## config.mk

```make
export PLATFORM = sky130hd
export DESIGN_NAME = egg_timer_ctrl
export DESIGN_NICKNAME = d
export VERILOG_FILES = /design/src/rtl/egg_timer_ctrl.sv
export SDC_FILE = /design/constraint.sdc
export NUM_CORES = 1
export LEC_CHECK = 0
export ABC_CLOCK_PERIOD_IN_PS = 4700
export BUFFER_PORTS_ARGS = -buffer_cell sky130_fd_sc_hd__buf_4
export CAP_MARGIN = 20
export CELL_PAD_IN_SITES_DETAIL_PLACEMENT = 0
export CELL_PAD_IN_SITES_GLOBAL_PLACEMENT = 2
export CORE_AREA = 2 2 80 44
export CTS_CLUSTER_DIAMETER = 30
export DETAILED_ROUTE_END_ITERATION = 12
export DIE_AREA = 0 0 82 46
export PLACE_DENSITY_LB_ADDON = 0.1
export REMOVE_ABC_BUFFERS = 1
export SYNTH_ARGS = -nofsm -noshare
export SYNTH_HDL_FRONTEND = slang
export SYNTH_SLANG_ARGS = --single-unit
```

## constraint.sdc

```tcl
create_clock -name clk -period 4.7 [get_ports clk]
set_input_delay 0.94 -clock clk [delete_from_list [all_inputs] [get_ports clk]]
set_output_delay 0.94 -clock clk [all_outputs]
set_load 0.05 [all_outputs]
```

## src/rtl/egg_timer_ctrl.sv

```systemverilog
// Egg-timer control FSM: SET/RUN/PAUSE/DONE sequencing with edge-detected buttons
// and one-cycle datapath command pulses. All outputs are registered.
module egg_timer_ctrl #(
  parameter int ALARM_TICKS = 10
) (
  input  logic       clk,
  input  logic       reset,
  input  logic       enable,
  input  logic       cook_time,
  input  logic       start,
  input  logic       minutes,
  input  logic       seconds,
  input  logic       tick_1hz,
  input  logic       cnt_zero,
  output logic       clr,
  output logic       inc_min,
  output logic       inc_sec,
  output logic       dec_en,
  output logic [2:0] z,
  output logic       timer_enabled,
  output logic       alarm
);

  typedef enum logic [2:0] {
    IDLE  = 3'd0,
    SET   = 3'd1,
    RUN   = 3'd2,
    PAUSE = 3'd3,
    DONE  = 3'd4
  } state_t;

  localparam logic [7:0] ALARM_LAST = 8'(ALARM_TICKS - 1);

  state_t     state, state_next;
  logic       start_q, minutes_q, seconds_q;
  logic       start_edge, minutes_edge, seconds_edge;
  logic [7:0] alarm_cnt, alarm_cnt_next;
  logic       clr_next, inc_min_next, inc_sec_next, dec_en_next;

  // History resets high so a button held through reset needs a fresh press.
  assign start_edge   = start   & ~start_q;
  assign minutes_edge = minutes & ~minutes_q;
  assign seconds_edge = seconds & ~seconds_q;

  assign z = state;

  always_ff @(posedge clk) begin
    if (reset) begin
      state         <= IDLE;
      clr           <= 1'b0;
      inc_min       <= 1'b0;
      inc_sec       <= 1'b0;
      dec_en        <= 1'b0;
      timer_enabled <= 1'b0;
      alarm         <= 1'b0;
      alarm_cnt     <= 8'd0;
      start_q       <= 1'b1;
      minutes_q     <= 1'b1;
      seconds_q     <= 1'b1;
    end else begin
      state         <= state_next;
      clr           <= clr_next;
      inc_min       <= inc_min_next;
      inc_sec       <= inc_sec_next;
      dec_en        <= dec_en_next;
      timer_enabled <= (state_next == RUN);
      alarm         <= (state_next == DONE);
      alarm_cnt     <= alarm_cnt_next;
      start_q       <= start;
      minutes_q     <= minutes;
      seconds_q     <= seconds;
    end
  end

  always_comb begin
    state_next     = state;
    clr_next       = 1'b0;
    inc_min_next   = 1'b0;
    inc_sec_next   = 1'b0;
    dec_en_next    = 1'b0;
    alarm_cnt_next = alarm_cnt;
    if (!enable) begin
      state_next = IDLE;
      clr_next   = (state != IDLE);
    end else begin
      case (state)
        IDLE: begin
          if (cook_time) begin
            state_next = SET;
            clr_next   = 1'b1;
          end
        end
        SET: begin
          if (!cook_time) begin
            state_next = IDLE;
            clr_next   = 1'b1;
          end else if (start_edge) begin
            // A start press on a zero time is swallowed without effect.
            if (!cnt_zero) state_next = RUN;
          end else begin
            inc_min_next = minutes_edge;
            inc_sec_next = seconds_edge;
          end
        end
        RUN: begin
          if (!cook_time) begin
            state_next = IDLE;
            clr_next   = 1'b1;
          end else if (start_edge) begin
            state_next = PAUSE;
          end else if (tick_1hz) begin
            if (cnt_zero) begin
              state_next     = DONE;
              alarm_cnt_next = 8'd0;
            end else begin
              dec_en_next = 1'b1;
            end
          end
        end
        PAUSE: begin
          if (!cook_time) begin
            state_next = IDLE;
            clr_next   = 1'b1;
          end else if (start_edge) begin
            state_next = RUN;
          end
        end
        DONE: begin
          if (start_edge) begin
            state_next = IDLE;
          end else if (tick_1hz) begin
            if (alarm_cnt == ALARM_LAST) state_next = IDLE;
            else alarm_cnt_next = alarm_cnt + 8'd1;
          end
        end
        default: state_next = IDLE;
      endcase
    end
  end

endmodule

```

==> metrics, run 1 <==
core area around 0.0032 sq mm; asr flop ratio synth 0%; crit path time final roughly 2.1 ns; setup slack, reg-to-reg approximately 2.8 ns; run status finished, final reports clean; VDD IR max ~120 uV; clk slew on worst S/H paths 0.08 ns; Ant. Diodes 0; GRT Overall Usage around 15%; Die Footprint 0.00377 sq mm; Final Hold Violating Endpoints 0; Post-synth EDFFs 0; Req. time, crit path between 4 and 5 ns; initial antenna violation count 0; largest cells by area after synthesis dfxtp_1 39%, mux2i_1 4.9%, nand2_1 4.4%; Clock Skews roughly 0.0025 ns; top_reg_cell synth dfxtp_1; routed length per instance between 10 and 15 um; Syn-to-layout area delta 21.5%; H-tree depth 1; Pleak about 0.00045 uW; Crit. End Element flop; area share of the largest cell type after synthesis 39.1%; max-cap viol count 0; max-slew violations 0; Iter 0 DRT Violations just under 50; total number of vias 855; Die Span Y 46 um; # hold bufs at CTS 0; Critical Path Start Type input pin; Max FO, Critical Path 11; Worst slew margin around 64%; Final Cell Area 0.00124 sq mm; Synth area leader dfxtp_1; post-synthesis cell area between 0.001 and 0.0015 sq mm; Routed WL 2.41 mm; GRT overflow 0; RSZ-0062 raised after global routing false; largest net degree at the start of global routing 13; fmax 472 MHz; met2 routed WL 967 um; post-DP HPWL 1.81 mm; Pwr Total between 300 and 400 uW; placed cells between 150 and 200; Avg Inst Size Synth roughly 9.4 sq um; RD Place Congestion a little over 0.8; Starting Density approximately 33%; register area share after synthesis 39.1%; DRT met1 WL roughly 1.3 mm; first-pass GRT wire length roughly 4 mm; drt pass-1 iters 4; Yosys reg bits 20; cell count after synthesis around 110; Post-CTS Setup Bufs 0; die width approximately 82 um; share of cells above drive strength 1 between 20% and 30%; Hold Path Class reg -> reg; final period utilization between 40% and 50%; final hold slack 0.388 ns; clock buffer depth 2; count of final setup violators 0; Setup TNS 0 ns; antenna-violating nets left 0; Distinct cells, synth 39; Final Instance Count excl. Fillers approximately 170; Cell Area, Placed about 0.0012 sq mm; Worst-Margin Slew 0.529 ns; Clock Latency Late Sink 0.26 ns; # rows 15; post-CTS resize count 0; CTS sink cnt 20; arrival time of the worst setup path 2.31 ns; # DRC 0; num ports 18; Port Buf Inserts 17; Syn. warnings 0; CTS tree built; DR WL met3 about 130 um; Via density between 5 and 6; fin nets about 140; crit path kind in -> reg; Root Driver clkbuf_8; highest metal used met4; P per Cell Area between 200 and 300 mW/mm^2; vias in the first global route 810; CTS Buf Count 3
-- logic make-up after synthesis --
family	share of synthesized area (%)
adder cells (fa/ha/maj)	2.44
buffers and inverters	4.15
flip-flops	39.1
XOR/XNOR	1.71
AND/OR/NAND/NOR	30.2
multiplexers	4.88
AO/OA/AOI/OAI	17.6
-- layout make-up --
class / count / area, sq um
Fill cell: 328 / 1910
Multi-Input combinational cell: 81 / 582
Sequential cell: 20 / 400
Timing Repair Buffer: 17 / 128
Tap cell: 42 / 52.6
Clock buffer: 3 / 41.3
Clock inverter: 1 / 30.0
Inverter: 3 / 11.3
-- final timing paths --
| check | start | end | cells after the start |
|---|---|---|---|
| max | start | alarm_cnt[1] | 5 |
| max reg2reg | alarm_cnt[1] | alarm_cnt[7] | 6 |
| min | minutes_q | inc_min | 1 |
| min reg2reg | minutes_q | inc_min | 1 |
-- synthesized netlist by cell type (all sizes together), types with 3 or more instances --
cell,instances
nand2,12
nor3b,3
nand2b,9
buf,3
nand3,6
a21oi,4
mux2i,5
a31oi,3
and3b,3
a2111oi,3
or2,3
or4,3
dfxtp,20
inv,3
-- critical path: stages --
cell and delay, ns:
buf_4 0.11, nand2b_1 0.33, nand2_1 0.25, or4_1 0.52, a31oi_1 0.16
-- state kept, by name, summed over array words and instances, names as in the netlist --
register / cells
seconds_q: 1
timer_enabled: 1
start_q: 1
clr: 1
inc_min: 1
dec_en: 1
z: 3
alarm: 1
minutes_q: 1
alarm_cnt: 8
inc_sec: 1
-- metrics by stage --
| step | setup slack, ns | utilization [%] |
|---|---|---|
| 2_1_floorplan | 2.66 | - |
| 3_3_place_gp | 2.36 | 37.2 |
| 3_5_place_dp | 2.32 | 37.2 |
| 4_1_cts | 2.57 | 39.5 |
| 5_1_grt | 2.43 | 39.5 |
| 6_report | 2.58 | 39.5 |
-- power by group --
group / internal (uW) / total [uW] / leakage (uW) / switching, uW
clock network: 114 / 172 / 0.0000357 / 58.8
logic: 11.2 / 26.8 / 0.000254 / 15.6
registers: 171 / 173 / 0.000162 / 1.81
-- metal layers --
metal,track usage (%),vias up
met1,21.5,395
met4,2.00,0
met3,4.96,2
met5,0,-
li1,-,437
met2,21.5,21
-- placed cells by master (no fill, tap or decap), drive strengths merged, types with 4 or more instances in the layout --
cell type	count
dfxtp	20
nand2b	9
a21oi	4
mux2i	5
buf	17
nand2	12
nand3	6
Note: power is estimated with default switching activity, not from simulation.
==> run 2, diff against run 1 <==
--- a/config.mk
+++ b/config.mk
@@ -5,15 +5,15 @@
 export SDC_FILE = /design/constraint.sdc
 export NUM_CORES = 1
 export LEC_CHECK = 0
-export ABC_CLOCK_PERIOD_IN_PS = 4700
+export ABC_CLOCK_PERIOD_IN_PS = 1950
 export BUFFER_PORTS_ARGS = -buffer_cell sky130_fd_sc_hd__buf_4
 export CAP_MARGIN = 20
 export CELL_PAD_IN_SITES_DETAIL_PLACEMENT = 0
 export CELL_PAD_IN_SITES_GLOBAL_PLACEMENT = 2
-export CORE_AREA = 2 2 80 44
+export CORE_AREA = 2 2 82 45
 export CTS_CLUSTER_DIAMETER = 30
 export DETAILED_ROUTE_END_ITERATION = 12
-export DIE_AREA = 0 0 82 46
+export DIE_AREA = 0 0 84 47
 export PLACE_DENSITY_LB_ADDON = 0.1
 export REMOVE_ABC_BUFFERS = 1
 export SYNTH_ARGS = -nofsm -noshare
==> constraint.sdc (replaced) <==
create_clock -name clk -period 1.95 [get_ports clk]
set_input_delay 0.39 -clock clk [delete_from_list [all_inputs] [get_ports clk]]
set_output_delay 0.39 -clock clk [all_outputs]
set_load 0.05 [all_outputs]
==> metrics, run 2 (same netlist as run 1, synthesis figures left out) <==
initial antenna violation count 0; Min-Delay Startpoint seconds; GRT overflow 0; # DRC 0; hold depth 2; CTS sink cnt 20; count of final setup violators 0; Clock Skews just over 0.01 ns; GRT Overall Usage a little over an eighth; Pleak ~0.00047 uW; total number of vias a little under 900; Root Driver clkbuf_8; Worst path max stage delay about 0.4 ns; most frequent cells in the layout 22 x buf_4, 19 x dfxtp_1, 12 x nand2_1, 7 x nand2b_1, 6 x nand3_1; RSZ-0062 raised after global routing false; Worst slew margin between 60% and 70%; Max FO, Critical Path 6; core area around 0.0032 sq mm; Cell Area, Placed between 0.001 and 0.0015 sq mm; CTS Buf Count 3; Worst Hold End seconds_q; die width ~84 um; arrival time of the worst setup path ~1.9 ns; Routed WL about 2.4 mm; largest net degree at the start of global routing 12; post-DP HPWL roughly 1.8 mm; antenna-violating nets left 0; share of cells above drive strength 1 between 20% and 30%; largest register by flop count alarm_cnt; routed length per instance around 14 um; worst reg2reg endpoint alarm_cnt[1]; setup slack, reg-to-reg around 0.19 ns; clk slew on worst S/H paths about 0.07 ns; max-cap viol count 0; run status finished, final reports clean; final hold slack roughly 0.32 ns; drt pass-1 iters 4; Worst Reg-to-Reg Cells 6; Syn-to-layout area delta 24.9%; commonest non-fill, non-tap cell in the layout buf_4; crit path time final around 1.8 ns; fmax between 500 and 600 MHz; max reg flops 8; worst-path cell chain inv_1, ha_1, nor4b_1, a211o_4, or4_1, a31oi_1; max-slew violations 0; num ports 18; Crit. End Element flop; RD Place Congestion 0.733; vias in the first global route 757; Final Cell Area between 0.001 and 0.0015 sq mm; Via density slightly above 5; Port Buf Inserts 17; # rows 15; Setup TNS 0 ns; Iter 0 DRT Violations 40; crit path kind reg -> reg; Hold Path Class in -> reg; first-pass GRT wire length 3.91 mm; critical path's slowest cell or4_1; H-tree depth 1; final period utilization between 90 and 100%; Die Footprint between 0.003 and 0.004 sq mm; Critical Path Start Type flop; clock buffer depth 2; Post-CTS Setup Bufs 0; Die Span Y approximately 47 um; final design utilization between 30% and 40%; Clock Latency Late Sink about 0.27 ns; Req. time, crit path between 2 and 2.5 ns; fin nets 142; Worst-Margin Slew 0.514 ns; RR Startpoint alarm_cnt[1]; VDD IR max around 270 uV; Final Hold Violating Endpoints 0; Ant. Diodes 0; P per Cell Area 633 mW/mm^2; Starting Density 31.6%; CTS tree built
## run 2: metal layers
layer / share of wire [%] / GRT usage, % / routed length (um)
met3: 7.1 / 4.39 / 171
met5: 0 / 0 / 0
met4: 0 / 3.87 / 0
met1: 55 / 21.0 / 1330
met2: 38 / 17.3 / 913
## run 2: cell type report
| class | instances | area, sq um |
|---|---|---|
| Clock buffer | 4 | 55.1 |
| Tap cell | 42 | 52.6 |
| Timing Repair Buffer | 22 | 165 |
| Inverter | 3 | 11.3 |
| Multi-Input combinational cell | 81 | 594 |
| Fill cell | 336 | 1970 |
| Sequential cell | 20 | 402 |
## run 2: stage by stage
| step | total power [uW] | instances | setup slack [ns] |
|---|---|---|---|
| 6_report | 810 | 172 | 0.193 |
| 4_1_cts | 822 | 172 | 0.108 |
| 5_1_grt | 850 | 172 | 0.0421 |
| 3_5_place_dp | 496 | 168 | 0.124 |
| 2_1_floorplan | 460 | 104 | 0.145 |
| 3_3_place_gp | 496 | 168 | 0.191 |
## run 2: repair_timing
action	4_1_cts	5_1_grt
hold buffers	0	0
gates resized for setup	0	2
setup endpoints to repair	0	2
## run 2: report_power, final
| group | leakage [uW] | switching, uW | internal [uW] |
|---|---|---|---|
| Clock | 0.0000288 | 144 | 180 |
| Combinational | 0.000278 | 40.3 | 30.5 |
| Sequential | 0.000163 | 1.98 | 413 |
| Total | 0.000469 | 186 | 624 |
## run 2: how the worst max path moves through the flow
stage,startpoint,end,slack (ns),depth (start not counted)
after floorplan,z[2],alarm_cnt[7],0.14,4
after global placement,alarm_cnt[1],alarm_cnt[7],0.19,6
after detailed placement,alarm_cnt[1],alarm_cnt[7],0.12,6
after CTS,alarm_cnt[1],alarm_cnt[7],0.11,6
after global routing,alarm_cnt[1],alarm_cnt[1],0.04,6
final,alarm_cnt[1],alarm_cnt[1],0.19,6
## run 2: worst max-delay path, delay by kind of cell, from the launching register on
kind                       cells  cell delay (ns)
adders and majority gates      1             0.17
DFF                            1             0.36
and+or+nand+nor                2             0.56
AOI/OAI and AO/OA              2             0.54
buffers and inverters          1             0.05
==> run 3, diff against run 2 <==
--- a/config.mk
+++ b/config.mk
@@ -8,13 +8,10 @@
 export ABC_CLOCK_PERIOD_IN_PS = 1950
 export BUFFER_PORTS_ARGS = -buffer_cell sky130_fd_sc_hd__buf_4
 export CAP_MARGIN = 20
-export CELL_PAD_IN_SITES_DETAIL_PLACEMENT = 0
-export CELL_PAD_IN_SITES_GLOBAL_PLACEMENT = 2
-export CORE_AREA = 2 2 82 45
+export CORE_AREA = 2 2 51 53
 export CTS_CLUSTER_DIAMETER = 30
 export DETAILED_ROUTE_END_ITERATION = 12
-export DIE_AREA = 0 0 84 47
-export PLACE_DENSITY_LB_ADDON = 0.1
+export DIE_AREA = 0 0 53 55
 export REMOVE_ABC_BUFFERS = 1
 export SYNTH_ARGS = -nofsm -noshare
 export SYNTH_HDL_FRONTEND = slang
==> metrics, run 3 (same netlist as run 1, synthesis figures left out) <==
share of cells above drive strength 1 between 20% and 30%; H-tree depth 1; # rows 18; sequential standard cell area between 400 and 500 sq um; Req. time, crit path between 2 and 2.5 ns; CTS tree built; drt pass-1 iters 4; routed length per instance about 14 um; post-DP HPWL 1.58 mm; final hold slack approximately 0.27 ns; Clock Latency Late Sink roughly 0.30 ns; Filler cells 220; hold depth 2; Root Driver clkbuf_4; Pleak 0.000454 uW; Port Buf Inserts 17; Starting Density about 43%; CTS sink cnt 20; clock buffer depth 2; RD Place Congestion between 0.8 and 0.9; Final Cell Area roughly 0.0012 sq mm; core area between 0.002 and 0.0025 sq mm; die width about 53 um; count of final setup violators 0; Via density around 5.6; Worst Reg-to-Reg Cells 6; arrival time of the worst setup path around 2 ns; fin nets 139; most frequent cells in the layout 19 x dfxtp_1, 19 x buf_4, 12 x nand2_1, 7 x nand2b_1, 6 x nand3_1; Setup TNS 0 ns; critical path's slowest cell a2111oi_2; Crit. End Element flop; Cell Area, Placed around 0.0012 sq mm; initial antenna violation count 0; Clock Skews ~0.0043 ns; CTS Buf Count 3; VDD IR max around 400 uV; Ant. Diodes 0; Max FO, Critical Path 6; largest net degree at the start of global routing 13; run status finished, final reports clean; P per Cell Area ~670 mW/mm^2; largest register by flop count alarm_cnt; multi-input logic area between 500 and 600 sq um; Routed WL 2.13 mm; crit path time final around 1.8 ns; Worst slew margin between 60 and 70%; Die Span Y about 55 um; Worst path max stage delay about 0.39 ns; crit path kind reg -> reg; Iter 0 DRT Violations 14; GRT overflow 0; Critical Path Start Type flop; Die Footprint 0.00292 sq mm; max-cap viol count 0; vias in the first global route 775; # DRC 0; GRT Overall Usage about 17%; max reg flops 8; Hold Path Class in -> reg; num ports 18; total number of vias 883; RSZ-0062 raised after global routing false; Post-CTS Setup Bufs 0; antenna-violating nets left 0; worst-path cell chain inv_1, ha_1, nor4b_1, a211o_4, a2111oi_2, mux2i_1; final period utilization slightly above 90%; Worst-Margin Slew approximately 0.48 ns; Syn-to-layout area delta 19.8%; max-slew violations 0; clk slew on worst S/H paths ~0.12 ns; first-pass GRT wire length 3.53 mm; Final Hold Violating Endpoints 0; fmax 557 MHz
run 3: cell count changes in the layout (fill, tap and decap cells not counted):
cell       previous run  this run
clkbuf_4              0         3
a2111oi_2             0         1
bufinv_16             0         1
buf_4                22        19
clkbuf_8              4         0
a2111oi_4             1         0
run 3: layout make-up:
class	count	share of cell area [%]
repair buffers	19	11.6
multi-input cells	81	47.4
inverters	3	0.917
well taps	30	3.06
flip-flops and latches	20	32.7
clock inverters	1	2.45
clock buffers	3	1.83
run 3: where the power goes:
part           leakage (uW)  internal [uW]  total, uW  switching (uW)
combinational      0.000263           28.9       67.3            38.5
clock             0.0000279            208        345             137
sequential         0.000163            414        416            2.13
run 3: path summary, 6_finish.rpt:
check	end	slack, ns	startpoint
worst max-delay path	alarm_cnt[7]	0.15	alarm_cnt[1]
worst min-delay path	seconds_q	0.27	seconds
worst max register to register	alarm_cnt[7]	0.15	alarm_cnt[1]
worst min register to register	inc_min	0.40	minutes_q
run 3: critical path: cells and delay by family (launching register included):
kind	cells	cell delay (ns)
fa+ha+maj	1	0.17
simple gates	1	0.16
flops	1	0.38
mux	1	0.22
buf+inv	1	0.05
compound gates	2	0.75
run 3: per-stage QoR:
| stage | utilization (%) | power (uW) | std cells | setup slack [ns] |
|---|---|---|---|---|
| 6_report | 51.9 | 828 | 157 | 0.155 |
| 5_1_grt | 51.9 | 862 | 157 | 0.0105 |
| 4_1_cts | 51.9 | 837 | 157 | 0.0930 |
| 3_5_place_dp | 49.6 | 492 | 153 | 0.126 |
| 3_3_place_gp | 49.6 | 491 | 153 | 0.208 |
| 2_1_floorplan | - | 460 | 104 | 0.145 |
run 3: what timing repair did:
item / 4_1_cts / 5_1_grt
resized for setup: 0 / 1
setup endpoints to repair: 0 / 1
hold buffers: 0 / 0
run 3: per-layer routing:
metal / wire length [um] / up-vias / GRT usage [%] / part of all wire [%]
li1: - / 435 / - / -
met1: 988 / 425 / 20.7 / 46
met2: 1020 / 21 / 29.4 / 48
met3: 93 / 2 / 2.42 / 4.4
met4: 19 / 0 / 6.41 / 0.89
met5: 0 / - / 0 / 0
